$ cat config.mk
export PLATFORM = sky130hd
export DESIGN_NAME = cpu_control
export DESIGN_NICKNAME = d
export VERILOG_FILES = /design/src/rtl/cpu_control.sv
export SDC_FILE = /design/constraint.sdc
export NUM_CORES = 1
export LEC_CHECK = 0
export ABC_CLOCK_PERIOD_IN_PS = 1180
export BUFFER_PORTS_ARGS = -buffer_cell sky130_fd_sc_hd__buf_2
export CORE_MARGIN = 10
export CORE_UTILIZATION = 41
export DETAILED_ROUTE_END_ITERATION = 10
export PLACE_DENSITY = 0.77
export RECOVER_POWER = 100
export SLEW_MARGIN = 0
export SYNTH_ARGS = -nofsm -noshare
export SYNTH_HDL_FRONTEND = slang
export SYNTH_SLANG_ARGS = --single-unit
$ cat constraint.sdc
create_clock -name clk_i -period 1.18 [get_ports clk_i]
set_input_delay 0.059 -clock clk_i [delete_from_list [all_inputs] [get_ports clk_i]]
set_output_delay 0.059 -clock clk_i [all_outputs]
set_load 0.02 [all_outputs]
$ cat src/rtl/cpu_control.sv
// Two-cycle DECODE/EXEC control unit with an IN handshake on a synchronized push-button.
// Define OVF_TRAP_EN to halt on overflow during add, sub and ADDI.
module cpu_control (
  input  logic       clk_i,
  input  logic       reset_i,
  input  logic [5:0] opcode_i,
  input  logic [5:0] funct_i,
  input  logic       zero_i,
  input  logic       of_i,
  input  logic       confirm_i,
  output logic       halt_o,
  output logic       sreg_o,
  output logic       smem_o,
  output logic       sdisplay_o,
  output logic       smemtoreg_o,
  output logic       smux5_o,
  output logic       smux32_o,
  output logic [1:0] smux16_o,
  output logic [2:0] smux_pc_o,
  output logic [3:0] salu_o,
  output logic [1:0] state_out_o,
  output logic       illegal_o
);

  localparam logic [5:0] OpRType = 6'b000000;
  localparam logic [5:0] OpAddi  = 6'b001000;
  localparam logic [5:0] OpLw    = 6'b100011;
  localparam logic [5:0] OpSw    = 6'b101011;
  localparam logic [5:0] OpBeq   = 6'b000100;
  localparam logic [5:0] OpBne   = 6'b000101;
  localparam logic [5:0] OpJ     = 6'b000010;
  localparam logic [5:0] OpIn    = 6'b011100;
  localparam logic [5:0] OpOut   = 6'b011101;
  localparam logic [5:0] OpHlt   = 6'b111111;

  localparam logic [5:0] FnAdd = 6'b100000;
  localparam logic [5:0] FnSub = 6'b100010;
  localparam logic [5:0] FnAnd = 6'b100100;
  localparam logic [5:0] FnOr  = 6'b100101;
  localparam logic [5:0] FnSlt = 6'b101010;
  localparam logic [5:0] FnSll = 6'b000000;
  localparam logic [5:0] FnSrl = 6'b000010;
  localparam logic [5:0] FnJr  = 6'b001000;

  localparam logic [3:0] AluAdd = 4'b0000;
  localparam logic [3:0] AluSub = 4'b0001;
  localparam logic [3:0] AluAnd = 4'b0010;
  localparam logic [3:0] AluOr  = 4'b0011;
  localparam logic [3:0] AluSlt = 4'b0100;
  localparam logic [3:0] AluSll = 4'b0101;
  localparam logic [3:0] AluSrl = 4'b0110;

  localparam logic [2:0] PcNext    = 3'b000;
  localparam logic [2:0] PcBeq     = 3'b001;
  localparam logic [2:0] PcBne     = 3'b010;
  localparam logic [2:0] PcJump    = 3'b011;
  localparam logic [2:0] PcJumpReg = 3'b100;

  typedef enum logic [1:0] {
    StDecode = 2'b00,
    StExec   = 2'b01,
    StWaitIn = 2'b10,
    StHalted = 2'b11
  } state_e;

  state_e state_q, state_d;
  logic   conf_meta_q, conf_sync_q, conf_prev_q;
  logic   confirm_rise;

  logic       dec_sreg, dec_smem, dec_sdisplay, dec_smemtoreg, dec_smux5, dec_smux32;
  logic [1:0] dec_smux16;
  logic [2:0] dec_smux_pc;
  logic [3:0] dec_salu;
  logic       dec_legal, dec_in, dec_hlt, dec_ovf;
  logic       ovf_trap;

  // The zero flag steers the PC mux in the datapath; control never needs it.
  logic unused_flags;
  assign unused_flags = zero_i ^ of_i;

  always_ff @(posedge clk_i) begin
    if (reset_i) begin
      state_q     <= StDecode;
      conf_meta_q <= 1'b0;
      conf_sync_q <= 1'b0;
      conf_prev_q <= 1'b0;
    end else begin
      state_q     <= state_d;
      conf_meta_q <= confirm_i;
      conf_sync_q <= conf_meta_q;
      conf_prev_q <= conf_sync_q;
    end
  end

  assign confirm_rise = conf_sync_q & ~conf_prev_q;

  always_comb begin
    dec_sreg      = 1'b0;
    dec_smem      = 1'b0;
    dec_sdisplay  = 1'b0;
    dec_smemtoreg = 1'b0;
    dec_smux5     = 1'b0;
    dec_smux32    = 1'b0;
    dec_smux16    = 2'b00;
    dec_smux_pc   = PcNext;
    dec_salu      = AluAdd;
    dec_legal     = 1'b1;
    dec_in        = 1'b0;
    dec_hlt       = 1'b0;
    dec_ovf       = 1'b0;
    case (opcode_i)
      OpRType: begin
        dec_sreg = 1'b1;
        case (funct_i)
          FnAdd: dec_ovf = 1'b1;
          FnSub: begin
            dec_salu = AluSub;
            dec_ovf  = 1'b1;
          end
          FnAnd: dec_salu = AluAnd;
          FnOr:  dec_salu = AluOr;
          FnSlt: dec_salu = AluSlt;
          FnSll: dec_salu = AluSll;
          FnSrl: dec_salu = AluSrl;
          FnJr: begin
            dec_sreg    = 1'b0;
            dec_smux_pc = PcJumpReg;
          end
          default: begin
            dec_sreg  = 1'b0;
            dec_legal = 1'b0;
          end
        endcase
      end
      OpAddi: begin
        dec_sreg   = 1'b1;
        dec_smux5  = 1'b1;
        dec_smux32 = 1'b1;
        dec_ovf    = 1'b1;
      end
      OpLw: begin
        dec_sreg      = 1'b1;
        dec_smux5     = 1'b1;
        dec_smux32    = 1'b1;
        dec_smemtoreg = 1'b1;
      end
      OpSw: begin
        dec_smem   = 1'b1;
        dec_smux32 = 1'b1;
      end
      OpBeq: begin
        dec_salu    = AluSub;
        dec_smux_pc = PcBeq;
      end
      OpBne: begin
        dec_salu    = AluSub;
        dec_smux_pc = PcBne;
      end
      OpJ:  dec_smux_pc = PcJump;
      OpIn: begin
        // Writes switches + $0 into rt, so the ALU adds the 01 operand to rs.
        dec_sreg   = 1'b1;
        dec_smux5  = 1'b1;
        dec_smux32 = 1'b1;
        dec_smux16 = 2'b01;
        dec_in     = 1'b1;
      end
      OpOut: dec_sdisplay = 1'b1;
      OpHlt: dec_hlt = 1'b1;
      default: dec_legal = 1'b0;
    endcase
  end

  always_comb begin
    ovf_trap = 1'b0;
`ifdef OVF_TRAP_EN
    ovf_trap = of_i & dec_ovf;
`endif
  end

  always_comb begin
    state_d     = state_q;
    halt_o      = 1'b1;
    sreg_o      = 1'b0;
    smem_o      = 1'b0;
    sdisplay_o  = 1'b0;
    smemtoreg_o = 1'b0;
    smux5_o     = 1'b0;
    smux32_o    = 1'b0;
    smux16_o    = 2'b00;
    smux_pc_o   = PcNext;
    salu_o      = AluAdd;
    illegal_o   = 1'b0;

    if (state_q != StHalted) begin
      smemtoreg_o = dec_smemtoreg;
      smux5_o     = dec_smux5;
      smux32_o    = dec_smux32;
      smux16_o    = dec_smux16;
      smux_pc_o   = dec_smux_pc;
      salu_o      = dec_salu;
    end

    unique case (state_q)
      StDecode: begin
        illegal_o = ~dec_legal;
        if (dec_in) begin
          state_d = StWaitIn;
        end else if (dec_hlt) begin
          state_d = StHalted;
        end else begin
          state_d = StExec;
        end
      end
      StExec: begin
        halt_o     = 1'b0;
        sreg_o     = dec_sreg;
        smem_o     = dec_smem;
        sdisplay_o = dec_sdisplay;
        state_d    = StDecode;
        if (ovf_trap) begin
          halt_o  = 1'b1;
          sreg_o  = 1'b0;
          state_d = StHalted;
        end
      end
      StWaitIn: begin
        if (confirm_rise) begin
          state_d = StExec;
        end
      end
      StHalted: state_d = StHalted;
    endcase

    if (reset_i) begin
      halt_o      = 1'b1;
      sreg_o      = 1'b0;
      smem_o      = 1'b0;
      sdisplay_o  = 1'b0;
      smemtoreg_o = 1'b0;
      smux5_o     = 1'b0;
      smux32_o    = 1'b0;
      smux16_o    = 2'b00;
      smux_pc_o   = PcNext;
      salu_o      = AluAdd;
      illegal_o   = 1'b0;
    end
  end

  assign state_out_o = state_q;

endmodule
==> Yosys cells after proc, flatten, opt, wreduce, memory -nomap -nowiden <==
Cells that the tools add are included.
{ "totals": {"register_bits": 5, "output_inout_bits": 19, "word_cells": 79} }
{ "classes": {"n_eq_ne": 21, "n_mux": 42, "bitwise": 3, "n_reduce_logical": 9} }
{ "op_table": {"columns": ["operator", "count"], "rows": [
  ["== test 6 bit, second input constant", 8],
  ["two-way mux 1 bit", 26],
  ["case mux 3 bit (6 select lines)", 1],
  ["== test 6 x 2 -> 1 bit, second input constant", 2],
  ["== test 6 x 3 -> 1 bit, second input constant", 2],
  ["== test 6 x 4 -> 1 bit, second input constant", 2],
  ["== test 6 x 5 -> 1 bit, second input constant", 2],
  ["logical NOT 6 bit", 2],
  ["case mux 3 bit (4 select lines)", 1],
  ["two-way mux 2 bit", 5],
  ["two-way mux 3 bit", 3],
  ["OR reduction 9 bit", 1],
  ["two-way mux 4 bit", 2],
  ["case mux 2 bit (4 select lines)", 1],
  ["OR reduction 8 bit", 1],
  ["OR reduction 7 bit", 1],
  ["case mux 3 bit (2 select lines)", 1],
  ["== test 2 bit, second input constant", 2],
  ["inequality test 2 bit, second input constant", 2],
  ["case mux 1 bit (2 select lines)", 2],
  ["OR reduction 4 bit", 1],
  ["OR reduction 3 bit", 1],
  ["== test 2 x 1 -> 1 bit, second input constant", 1],
  ["logical NOT 2 bit", 1],
  ["3 further kinds", 4]
]} }

==> Logic depth before layout (Yosys ltp) <==
{ "logic_depth": {"depth_word": 7, "depth_mapped": 5, "ltp_nobuf": 4} }

==> Worst setup path after synthesis <==
No wires, ideal clock.
{ "synth_path": {"kind": "reg2out", "from": "register state_q[0] (netlist: state_out_o[0])", "to": "output salu_o[1]", "arrival_ns": 1.359, "setup_slack_ns": -0.238, "path_stages_with_launch": 5, "path_buffers": 1, "cell_sequence": "dfxtp_1 > clkbuf_1 > a21oi_1 > nand2_1 > nor3_1"} }
{ "synth_between": {"elab_chain_len": 3} }
{ "synth_rtl": {"columns": ["item", "line", "text"], "rows": [
  ["from (decl)", "66", "state_e state_q, state_d;"],
  ["from (signal assigned)", "83", "state_q <= StDecode;"],
  ["from (signal assigned)", "88", "state_q <= state_d;"],
  ["inequality test 2 bit", "195", "if (state_q != StHalted) begin"],
  ["two-way mux 4 bit", "195", null],
  ["two-way mux 4 bit", "235", "if (reset_i) begin"],
  ["to (decl)", "20", "output logic [3:0] salu_o,"]
]} }
No other way between the ends.

==> Worst setup path after layout <==
{ "layout_path": {"from": "register state_q[1] (netlist: state_out_o[1])", "to": "output salu_o[0]"} }
The elaborated chain is that of the path after synthesis.

==> metrics.yaml <==
outcome: "complete, but fails checks"
violations: "negative setup slack"
clk_path_buf_depth: 2
p_total_uw: 680.1
min_to: "conf_meta_q"
fin_area_um2: 1151
die_w_um: 57.91
seq_area_um2: 107.6
yosysMostFrequentCell: "nor2_1"
drc: 0
dp_slack_ns: -0.1229
synth_top_area_cell: "dfxtp_1"
avgViaCountPerCell: 5.900
syn_avg_cell_area_um2: 6.697
maxSlewViolCount: 0
htreeDepth: 1
path_class: "flip-flop to output pin"
finalSetupViolCount: 14
cts_root_buffer: "clkbuf_4"
synth.top_cells.by_count: "nor2_1 (11), a21oi_1 (8), nor3_1 (8)"
yosysSeqAreaShare_pct: 16.99
track_usage_pct: 13.24
hold_viol: 0
drive_above_1_share_pct: 57.04
place_hpwl_mm: 1.660
globalplace.congestion: 0.8253
multi_input_area_um2: 600.6
setup_slack_ns: -0.2111
maxCapViolCount: 0
initial_core_util_pct: 44.18
reg2reg_depth: 4
insertedDiodeCount: 0
yosysWarnings: 0
clk_pin_slew_ns: 0.04
cts_buffers: 3
dieArea_um2: 3354
ys_seq_elements: 5
worst_slew_pin_slew_ns: 0.4858
final_util_pct: 86.30
finalWirelength_mm: 2.732
grt_pass1_wl_mm: 3.719
fin_crit_sh_pct: 117.9
r2r-start: "state_out_o[0]"
insertion_delay_ns: 0.24
powerDensity_nw_per_um2: 590.8
yosysTopAreaCellShare_pct: 16.99
p_leak_nw: 0.4637
irDropWorstVdd_v: 0.0006499
whs_ns: 0.07438
cts_sinks: 5
crit_path_max_fanout: 4
max_freq_ghz: 0.7188
worstPathArrival_ns: 1.33
finish.net_count: 153
synthTopCellsByArea: "dfxtp_1 (17%), nor2_1 (7.0%), a21oi_1 (6.8%), nor3_1 (6.8%), nand2_1 (4.5%)"
whs_path_depth: 2
min_from: "confirm_i"
core_um2: 1334
synth_cell_types: 35
r2r_end: "state_out_o[1]"
hp-class: "primary input to flip-flop"
min_period_ns: 1.391
place_area_um2: 902.1
antenna_found_initial: 0
start_kind: "flip-flop"
numPortBuffers: 31
wire_per_inst_um: 18.21
drtIter0Drc: 18
fillCellCount: 70
die_y_um: 57.91
grt.overflow.total: 0
cp-end-kind: "output pin"
synth_edf_count: 0
synthCells: 88
r2r_slack_ns: 0.02
crit_required_ns: 1.12
netlist_area_um2: 589.3
grt_max_degree: 9
first_global_vias: 860
synth_flop_cell: "dfxtp_1"
async_flop_share_pct: 0
cts_tree: "done"
rows: 13
slew_headroom_pct: 67.15
dr_total_vias: 885
fin_skew_ns: 0.001362
ant_nets: 0
rsz0062_at_grt: "true"
syn2layout_area_growth_pct: 95.33
ctsHoldBuffers: 0
firstDrtPassIters: 4
io_pins: 36
[kinds of logic (layout without fill, tap and decap cells)]
logic type      count (synthesis)  after routing  share of synthesized area, %
compound gates                 20             20                         23.14
xor+xnor                        3              3                         4.459
buf+inv                         9             55                         7.641
flops                           5              5                         16.99
other cells                     1              2                        0.6363
simple gates                   50             50                         47.14
[metrics by stage]
stage,TNS (ns),cells
2_1_floorplan,-0.04082,89
3_3_place_gp,-0.2205,141
3_5_place_dp,-0.3866,141
4_1_cts,-1.250,147
5_1_grt,-2.868,150
6_report,-2.001,150
[layout by cell type (no fill, tap or decap), types with 2 or more instances in the layout]
master     n
a21oi_1    6
buf_2     13
buf_4     18
buf_6     14
clkbuf_1   4
clkbuf_4   3
conb_1     2
dfxtp_1    3
dfxtp_4    2
nand2_1    4
nand2_4    2
nand2b_1   2
nand3_1    4
nor2_1     4
nor2_2     2
nor2_4     5
nor2b_1    3
nor3_1     4
nor3_2     3
nor3_4     2
o21ai_0    4
or2_2      2
or4_1      2
xnor2_1    2
[timing repair]
item / CTS / global route
cloned: 0 / 0
setup endpoints to repair: 15 / 14
pin swaps: 12 / 9
resized for setup: 28 / 22
setup buffers: 2 / 3
[flip-flops by register name, summed over array words and instances, names as in the netlist]
register,cells
conf_prev_q,1
conf_sync_q,1
conf_meta_q,1
state_out_o,2
[layer usage]
metal | track usage (%) | up-vias | part of all wire, %
met1 | 13.35 | 412 | 39
met5 | 0 | - | 0
met3 | 6.536 | 12 | 8.9
met4 | 4.362 | 0 | 3.4
met2 | 23.16 | 50 | 49
li1 | - | 411 | -
[cell type report]
cell class,count,share of cell area [%]
inverter,1,0.3261
sequential,5,9.348
timing repair buffer,50,34.24
multi-input combinational,75,52.17
tap,15,1.630
clock buffer,4,2.283
[worst max path at each step]
stage | from | endpoint | slack (ns) | depth (start not counted)
after floorplan | state_out_o[0] | smux_pc_o[2] | -0.02 | 4
after global placement | opcode_i[5] | smux_pc_o[2] | -0.07 | 6
after detailed placement | opcode_i[5] | salu_o[0] | -0.12 | 6
after CTS | state_out_o[0] | salu_o[0] | -0.19 | 4
after global routing | state_out_o[1] | salu_o[0] | -0.28 | 4
final | state_out_o[1] | salu_o[0] | -0.21 | 4
[power breakdown]
group	switching (mW)	total, mW	internal [mW]
sequential	0.00759	0.183	0.176
clock	0.0712	0.199	0.128
combinational	0.170	0.298	0.128
total	0.249	0.680	0.431
[worst max-delay path, stage by stage, from the launching register on]
cell     delay (ns)
dfxtp_4        0.35
a21oi_4        0.18
nand2_4        0.10
o32ai_4        0.30
buf_6          0.16
Power figures use the tool's default switching activity.
